`src/rtl/multicycle_ctrl.sv`:
```
// Main control FSM of the multicycle RV32I core: sequences PC, memory, IR, register
// file and ALU one step per cycle, stalling on the unified memory's req/ready handshake.
module multicycle_ctrl #(
  parameter int unsigned CNT_W        = 32,
  parameter bit          ILLEGAL_HALT = 1'b0
) (
  input  logic             clk_i,
  input  logic             rst_ni,
  input  logic [6:0]       opcode_i,
  input  logic             zero_i,
  input  logic             mem_ready_i,
  output logic             mem_req_o,
  output logic             mem_we_o,
  output logic             adr_src_o,
  output logic             ir_write_o,
  output logic             pc_write_o,
  output logic             reg_write_o,
  output logic [1:0]       result_src_o,
  output logic [1:0]       alu_src_a_o,
  output logic [1:0]       alu_src_b_o,
  output logic [1:0]       alu_op_o,
  output logic             illegal_o,
  output logic             halted_o,
  output logic [CNT_W-1:0] instret_o
);

  localparam logic [6:0] OP_L     = 7'b0000011;
  localparam logic [6:0] OP_S     = 7'b0100011;
  localparam logic [6:0] OP_R     = 7'b0110011;
  localparam logic [6:0] OP_I     = 7'b0010011;
  localparam logic [6:0] OP_B     = 7'b1100011;
  localparam logic [6:0] OP_JAL   = 7'b1101111;
  localparam logic [6:0] OP_JALR  = 7'b1100111;
  localparam logic [6:0] OP_LUI   = 7'b0110111;
  localparam logic [6:0] OP_AUIPC = 7'b0010111;

  // 5-bit encoding leaves spare codes; they all fall back to FETCH.
  typedef enum logic [4:0] {
    S_FETCH, S_DECODE, S_MEMADR, S_MEMREAD, S_MEMWB, S_MEMWRITE,
    S_EXECR, S_EXECI, S_ALUWB, S_BEQ, S_JAL, S_JALR, S_JALRWB,
    S_LUI, S_AUIPC, S_HALT
  } state_e;

  typedef struct packed {
    logic       req;
    logic       we;
    logic       adr;
    logic       pcu;
    logic       branch;
    logic       regw;
    logic [1:0] res;
    logic [1:0] sa;
    logic [1:0] sb;
    logic [1:0] op;
    logic       hlt;
  } ctl_t;

  state_e           state_q, state_d;
  ctl_t             ctl_q;
  logic [CNT_W-1:0] instret_q;
  logic             retire;

  function automatic ctl_t ctl_of(input state_e s);
    ctl_t c;
    c = '0;
    case (s)
      S_FETCH:    begin c.req = 1'b1; c.sb = 2'b10; c.res = 2'b10; end
      S_DECODE:   begin c.sa = 2'b01; c.sb = 2'b01; end
      S_MEMADR:   begin c.sa = 2'b10; c.sb = 2'b01; end
      S_MEMREAD:  begin c.req = 1'b1; c.adr = 1'b1; end
      S_MEMWB:    begin c.res = 2'b01; c.regw = 1'b1; end
      S_MEMWRITE: begin c.req = 1'b1; c.adr = 1'b1; c.we = 1'b1; end
      S_EXECR:    begin c.sa = 2'b10; c.sb = 2'b00; c.op = 2'b10; end
      S_EXECI:    begin c.sa = 2'b10; c.sb = 2'b01; c.op = 2'b10; end
      S_ALUWB:    begin c.res = 2'b00; c.regw = 1'b1; end
      S_BEQ:      begin c.sa = 2'b10; c.op = 2'b01; c.branch = 1'b1; end
      S_JAL:      begin c.sa = 2'b01; c.sb = 2'b10; c.pcu = 1'b1; end
      S_JALR:     begin c.sa = 2'b10; c.sb = 2'b01; c.res = 2'b10; c.pcu = 1'b1; end
      S_JALRWB:   begin c.sa = 2'b01; c.sb = 2'b10; c.res = 2'b10; c.regw = 1'b1; end
      S_LUI:      begin c.sa = 2'b11; c.sb = 2'b01; end
      S_HALT:     c.hlt = 1'b1;
      default:    c = '0;
    endcase
    return c;
  endfunction

  function automatic logic op_known(input logic [6:0] op);
    return op inside {OP_L, OP_S, OP_R, OP_I, OP_B, OP_JAL, OP_JALR, OP_LUI, OP_AUIPC};
  endfunction

  always_comb begin
    state_d = S_FETCH;
    case (state_q)
      S_FETCH:    state_d = mem_ready_i ? S_DECODE : S_FETCH;
      S_DECODE: begin
        case (opcode_i)
          OP_L, OP_S: state_d = S_MEMADR;
          OP_R:       state_d = S_EXECR;
          OP_I:       state_d = S_EXECI;
          OP_B:       state_d = S_BEQ;
          OP_JAL:     state_d = S_JAL;
          OP_JALR:    state_d = S_JALR;
          OP_LUI:     state_d = S_LUI;
          OP_AUIPC:   state_d = S_AUIPC;
          default:    state_d = ILLEGAL_HALT ? S_HALT : S_FETCH;
        endcase
      end
      S_MEMADR:   state_d = (opcode_i == OP_L) ? S_MEMREAD : S_MEMWRITE;
      S_MEMREAD:  state_d = mem_ready_i ? S_MEMWB : S_MEMREAD;
      S_MEMWB:    state_d = S_FETCH;
      S_MEMWRITE: state_d = mem_ready_i ? S_FETCH : S_MEMWRITE;
      S_EXECR:    state_d = S_ALUWB;
      S_EXECI:    state_d = S_ALUWB;
      S_ALUWB:    state_d = S_FETCH;
      S_BEQ:      state_d = S_FETCH;
      S_JAL:      state_d = S_ALUWB;
      S_JALR:     state_d = S_JALRWB;
      S_JALRWB:   state_d = S_FETCH;
      S_LUI:      state_d = S_ALUWB;
      S_AUIPC:    state_d = S_ALUWB;
      S_HALT:     state_d = S_HALT;
      default:    state_d = S_FETCH;
    endcase
  end

  // Only the final step of a real instruction retires; illegal-opcode and
  // spare-encoding recovery paths into FETCH do not count.
  assign retire = (state_d == S_FETCH) &&
                  (state_q inside {S_MEMWB, S_MEMWRITE, S_ALUWB, S_BEQ, S_JALRWB});

  // Moore outputs are registered from the next state so they line up with state_q.
  always_ff @(posedge clk_i or negedge rst_ni) begin
    if (!rst_ni) begin
      state_q   <= S_FETCH;
      ctl_q     <= ctl_of(S_FETCH);
      instret_q <= '0;
    end else begin
      state_q <= state_d;
      ctl_q   <= ctl_of(state_d);
      if (retire) instret_q <= instret_q + CNT_W'(1);
    end
  end

  assign mem_req_o    = ctl_q.req;
  assign mem_we_o     = ctl_q.we;
  assign adr_src_o    = ctl_q.adr;
  assign reg_write_o  = ctl_q.regw;
  assign result_src_o = ctl_q.res;
  assign alu_src_a_o  = ctl_q.sa;
  assign alu_src_b_o  = ctl_q.sb;
  assign alu_op_o     = ctl_q.op;
  assign halted_o     = ctl_q.hlt;
  assign instret_o    = instret_q;

  assign ir_write_o = (state_q == S_FETCH) && mem_ready_i;
  assign pc_write_o = ir_write_o | ctl_q.pcu | (ctl_q.branch & zero_i);
  assign illegal_o  = (state_q == S_DECODE) && !op_known(opcode_i);

endmodule

```
`config.mk`:
```
export PLATFORM = sky130hd
export DESIGN_NAME = multicycle_ctrl
export DESIGN_NICKNAME = d
export VERILOG_FILES = /design/src/rtl/multicycle_ctrl.sv
export SDC_FILE = /design/constraint.sdc
export NUM_CORES = 1
export LEC_CHECK = 0
export ABC_CLOCK_PERIOD_IN_PS = 5900
export CORE_MARGIN = 3
export CORE_UTILIZATION = 46
export CTS_BUF_LIST = sky130_fd_sc_hd__clkbuf_4 sky130_fd_sc_hd__clkbuf_8
export CTS_CLUSTER_DIAMETER = 50
export DETAILED_ROUTE_END_ITERATION = 8
export GPL_TIMING_DRIVEN = 0
export HOLD_SLACK_MARGIN = 0.03
export PLACE_DENSITY = 0.72
export SLEW_MARGIN = 40
export SYNTH_ARGS = -nofsm -noshare
export SYNTH_HDL_FRONTEND = slang
export SYNTH_SLANG_ARGS = --single-unit
```
`constraint.sdc`:
```
create_clock -name clk_i -period 5.9 [get_ports clk_i]
set_clock_uncertainty 0.15 [all_clocks]
set_input_delay 1.18 -clock clk_i [delete_from_list [all_inputs] [get_ports clk_i]]
set_output_delay 1.18 -clock clk_i [all_outputs]
set_load 0.02 [all_outputs]
```
==> results.json <==
{
  "status": "completed",
  "power_leakage_nw": 1.43,
  "drt-initial-drc-count": 90,
  "synth_top_area_share_pct": 46.5,
  "row_count": 26,
  "rr_endpoint": "alu_src_b_o[0]$_DFF_PN0_",
  "syn_to_final_growth_pct": 30.8,
  "synth_edf_count": 0,
  "io_buffer_count": 58,
  "synth_fa_ha_area_share_pct": 0.495,
  "r2r-start": "state_q[3]$_DFF_PN0_",
  "postPlaceCellArea_um2": 3210,
  "routed_via_density": 5.11,
  "layout.cells.non_filler": 371,
  "max_freq_ghz": 0.236,
  "r2r_cells": 7,
  "synth_compound_area_share_pct": 10.0,
  "syn_area_um2": 2530,
  "nets": 312,
  "dp.cells": 363,
  "min_period_ps": 4240,
  "cts_sinks": 50,
  "cts_buffers": 5,
  "yosysTopAreaCell": "dfrtp_1",
  "synth_seq_cells": 50,
  "die_w_um": 80.1,
  "grt_max_degree": 35,
  "hold_start": "instret_o[31]$_DFFE_PN0P_",
  "post_cts_buffers": 0,
  "drc": 0,
  "crit_path_start_kind": "input port",
  "path_cells": "clkdlybuf4s50_1, nand3b_1, o32ai_1, nor2_1, clkdlybuf4s50_1",
  "synthMuxAreaShare_pct": 0.446,
  "cts-root-buf": "clkbuf_8",
  "ant_nets": 0,
  "finalHoldViolations": 0,
  "clk_pin_slew_ps": 100,
  "highest_layer": "met4",
  "grt_pass1_vias": 1740,
  "finalSetupTns_ps": 0,
  "hold_path_class": "reg2reg",
  "core_area_um2": 5200,
  "cp_slowest_stage_delay_ps": 550,
  "die_height_um": 80.1,
  "syn_inst": 234,
  "gp_congestion": 0.816,
  "antenna_found_initial": 0,
  "wl_met3_um": 201,
  "cap_violations": 0,
  "worstSkewPairLatency_ps": 300,
  "yosys.area_share.simple_pct": 21.9,
  "crit_arrival_ps": 2910,
  "synthTopCellsByArea": "dfrtp_1 (47%), xnor2_1 (9.0%), dfstp_2 (3.1%), nand2_1 (3.1%), nand3_1 (2.8%)",
  "overflow": 0,
  "drive_gt1_share_pct": 13.6,
  "n_antenna_cell": 0,
  "vdd_drop_max_mv": 0.133,
  "avgSynthCellArea_um2": 10.8,
  "synth_xor_xnor_area_share_pct": 12.3,
  "synth_flop_cell": "dfrtp_1",
  "power.density_nw_per_um2": 219,
  "grt_pass1_wl_mm": 8.41,
  "synth_top_family_by_area": "simple AND/OR/NAND/NOR gates",
  "critPathRequiredTime_ps": 4570,
  "dieArea_um2": 6420,
  "pin_count": 59,
  "seq_area_frac_synth_pct": 49.7,
  "slew_viol_final": 0,
  "wire_per_inst_um": 13.4,
  "cp_num_buf_inv": 2,
  "crit_type": "in2out",
  "htreeDepth": 2,
  "wl_met2_mm": 2.32,
  "wl_mm": 4.97,
  "cts_resized": 0,
  "startpoint": "opcode_i[4]",
  "finalSetupViolations": 0,
  "final_cell_area_um2": 3310,
  "layout_worst_path_cycle_share_pct": 71.9,
  "crit_path_end_kind": "output pin",
  "critical-path-top-delay-family": "buffers and inverters",
  "clock_path_buffers": 2,
  "tightestPinTransition_ps": 619,
  "crit_path_max_fanout": 7,
  "grt_usage_pct": 16.7,
  "slew_headroom_pct": 58.7,
  "yosysWarningCount": 0,
  "routedLengthMet1_mm": 2.38,
  "setup.worst_path.end": "illegal_o",
  "postCtsHoldBufs": 0,
  "firstDrtPassIters": 4,
  "syn-num-nets": 246,
  "worst_path_max_delay_cell": "clkdlybuf4s50_1",
  "grt_setup_unrepaired": "false",
  "async_reset_ff_share_pct": 100,
  "r2r_slack_ps": 3510,
  "initial_core_util_pct": 48.6,
  "path_common_cell": "clkdlybuf4s50_1",
  "post-dp-hpwl_mm": 3.82,
  "cts_tree": "done",
  "ys_types": 53,
  "cp.depth": 5,
  "vias": 1894
}
-- sequential cells by signal, summed over array words and instances (netlist names) --
name,count
reg_write_o,1
mem_we_o,1
alu_src_b_o,2
ctl_q,1
result_src_o,2
alu_op_o,2
halted_o,1
mem_req_o,1
instret_o,32
alu_src_a_o,2
state_q,4
adr_src_o,1
-- cells by family after synthesis --
family / count (synthesis)
AO/OA/AOI/OAI: 32
XOR/XNOR: 34
adder cells (fa/ha/maj): 1
buffers and inverters: 20
flip-flops: 50
multiplexers: 1
AND/OR/NAND/NOR: 96
-- routing by layer --
metal / up-vias / global-route usage [%]
li1: 939 / -
met2: 40 / 25.9
met3: 6 / 3.36
met4: 0 / 5.07
met5: - / 0
met1: 909 / 23.6
-- Yosys cell counts, types with 2 or more instances --
library cell,count
dfrtp_1,47
xnor2_1,26
nand2_1,21
nor2_1,15
nand3_1,14
buf_4,9
o21ai_0,9
xor2_1,7
nand4_1,6
and3_1,5
nand2b_1,5
and2_1,4
inv_1,4
nor2b_1,4
a21oi_1,3
and4_1,3
dfstp_2,3
nand3b_1,3
nor3_1,3
or3_1,3
a211oi_1,2
buf_2,2
buf_6,2
inv_2,2
o211ai_1,2
o31ai_2,2
or4b_1,2
-- area by class of cell --
| class | instances | area (um^2) |
|---|---|---|
| fill | 441 | 1900 |
| sequential | 50 | 1250 |
| multi-input combinational | 164 | 1150 |
| timing repair buffer | 59 | 598 |
| buffer | 13 | 100 |
| tap | 70 | 87.6 |
| clock buffer | 6 | 76.3 |
| inverter | 7 | 31.3 |
| clock inverter | 2 | 10.0 |
-- report_power, final --
group | leakage, nW | switching (W) | internal (W)
Clock | 0.0484 | 0.000107 | 0.0000870
Sequential | 0.677 | 0.0000168 | 0.000364
Combinational | 0.700 | 0.0000755 | 0.0000728
-- worst reg2reg max path: cells and delay by family (launching register included) --
family	cells	cell delay (ps)
xor gates and xnor gates	1	350
and+or+nand+nor	3	1010
buffers and inverters	1	140
AOI/OAI and AO/OA	2	290
DFF	1	380
-- worst min-delay path by stage --
stage,to,cells past startpoint,slack (ps)
2_1_floorplan,instret_o[31]$_DFFE_PN0P_,1,430
3_3_place_gp,instret_o[31]$_DFFE_PN0P_,1,310
3_5_place_dp,instret_o[31]$_DFFE_PN0P_,1,310
4_1_cts,instret_o[31]$_DFFE_PN0P_,1,330
5_1_grt,instret_o[31]$_DFFE_PN0P_,1,340
6_report,instret_o[31]$_DFFE_PN0P_,1,320
-- placed cells by master (no fill, tap or decap), types with 2 or more instances in the layout --
cell type / count
a211oi_1: 2
a21oi_1: 3
and2_1: 4
and3_1: 5
and4_1: 3
buf_2: 2
buf_4: 10
buf_6: 2
clkbuf_8: 5
clkdlybuf4s50_1: 57
clkinv_2: 2
dfrtp_1: 47
dfstp_2: 3
inv_1: 4
inv_2: 2
nand2_1: 21
nand2b_1: 5
nand3_1: 14
nand3b_1: 3
nand4_1: 6
nor2_1: 15
nor2b_1: 4
nor3_1: 3
o211ai_1: 2
o21ai_0: 9
o31ai_2: 2
or3_1: 3
or4b_1: 2
xnor2_1: 26
xor2_1: 7
-- stage by stage --
stage | util, % | setup slack, ps | power [W] | hold slack, ps
2_1_floorplan | - | 2760 | 0.000465 | 432
3_3_place_gp | 61.4 | 1680 | 0.000534 | 310
3_5_place_dp | 61.7 | 1680 | 0.000537 | 313
4_1_cts | 63.4 | 1670 | 0.000731 | 329
5_1_grt | 63.5 | 1520 | 0.000760 | 339
6_report | 63.5 | 1660 | 0.000722 | 324
Power figures use the tool's default switching activity.
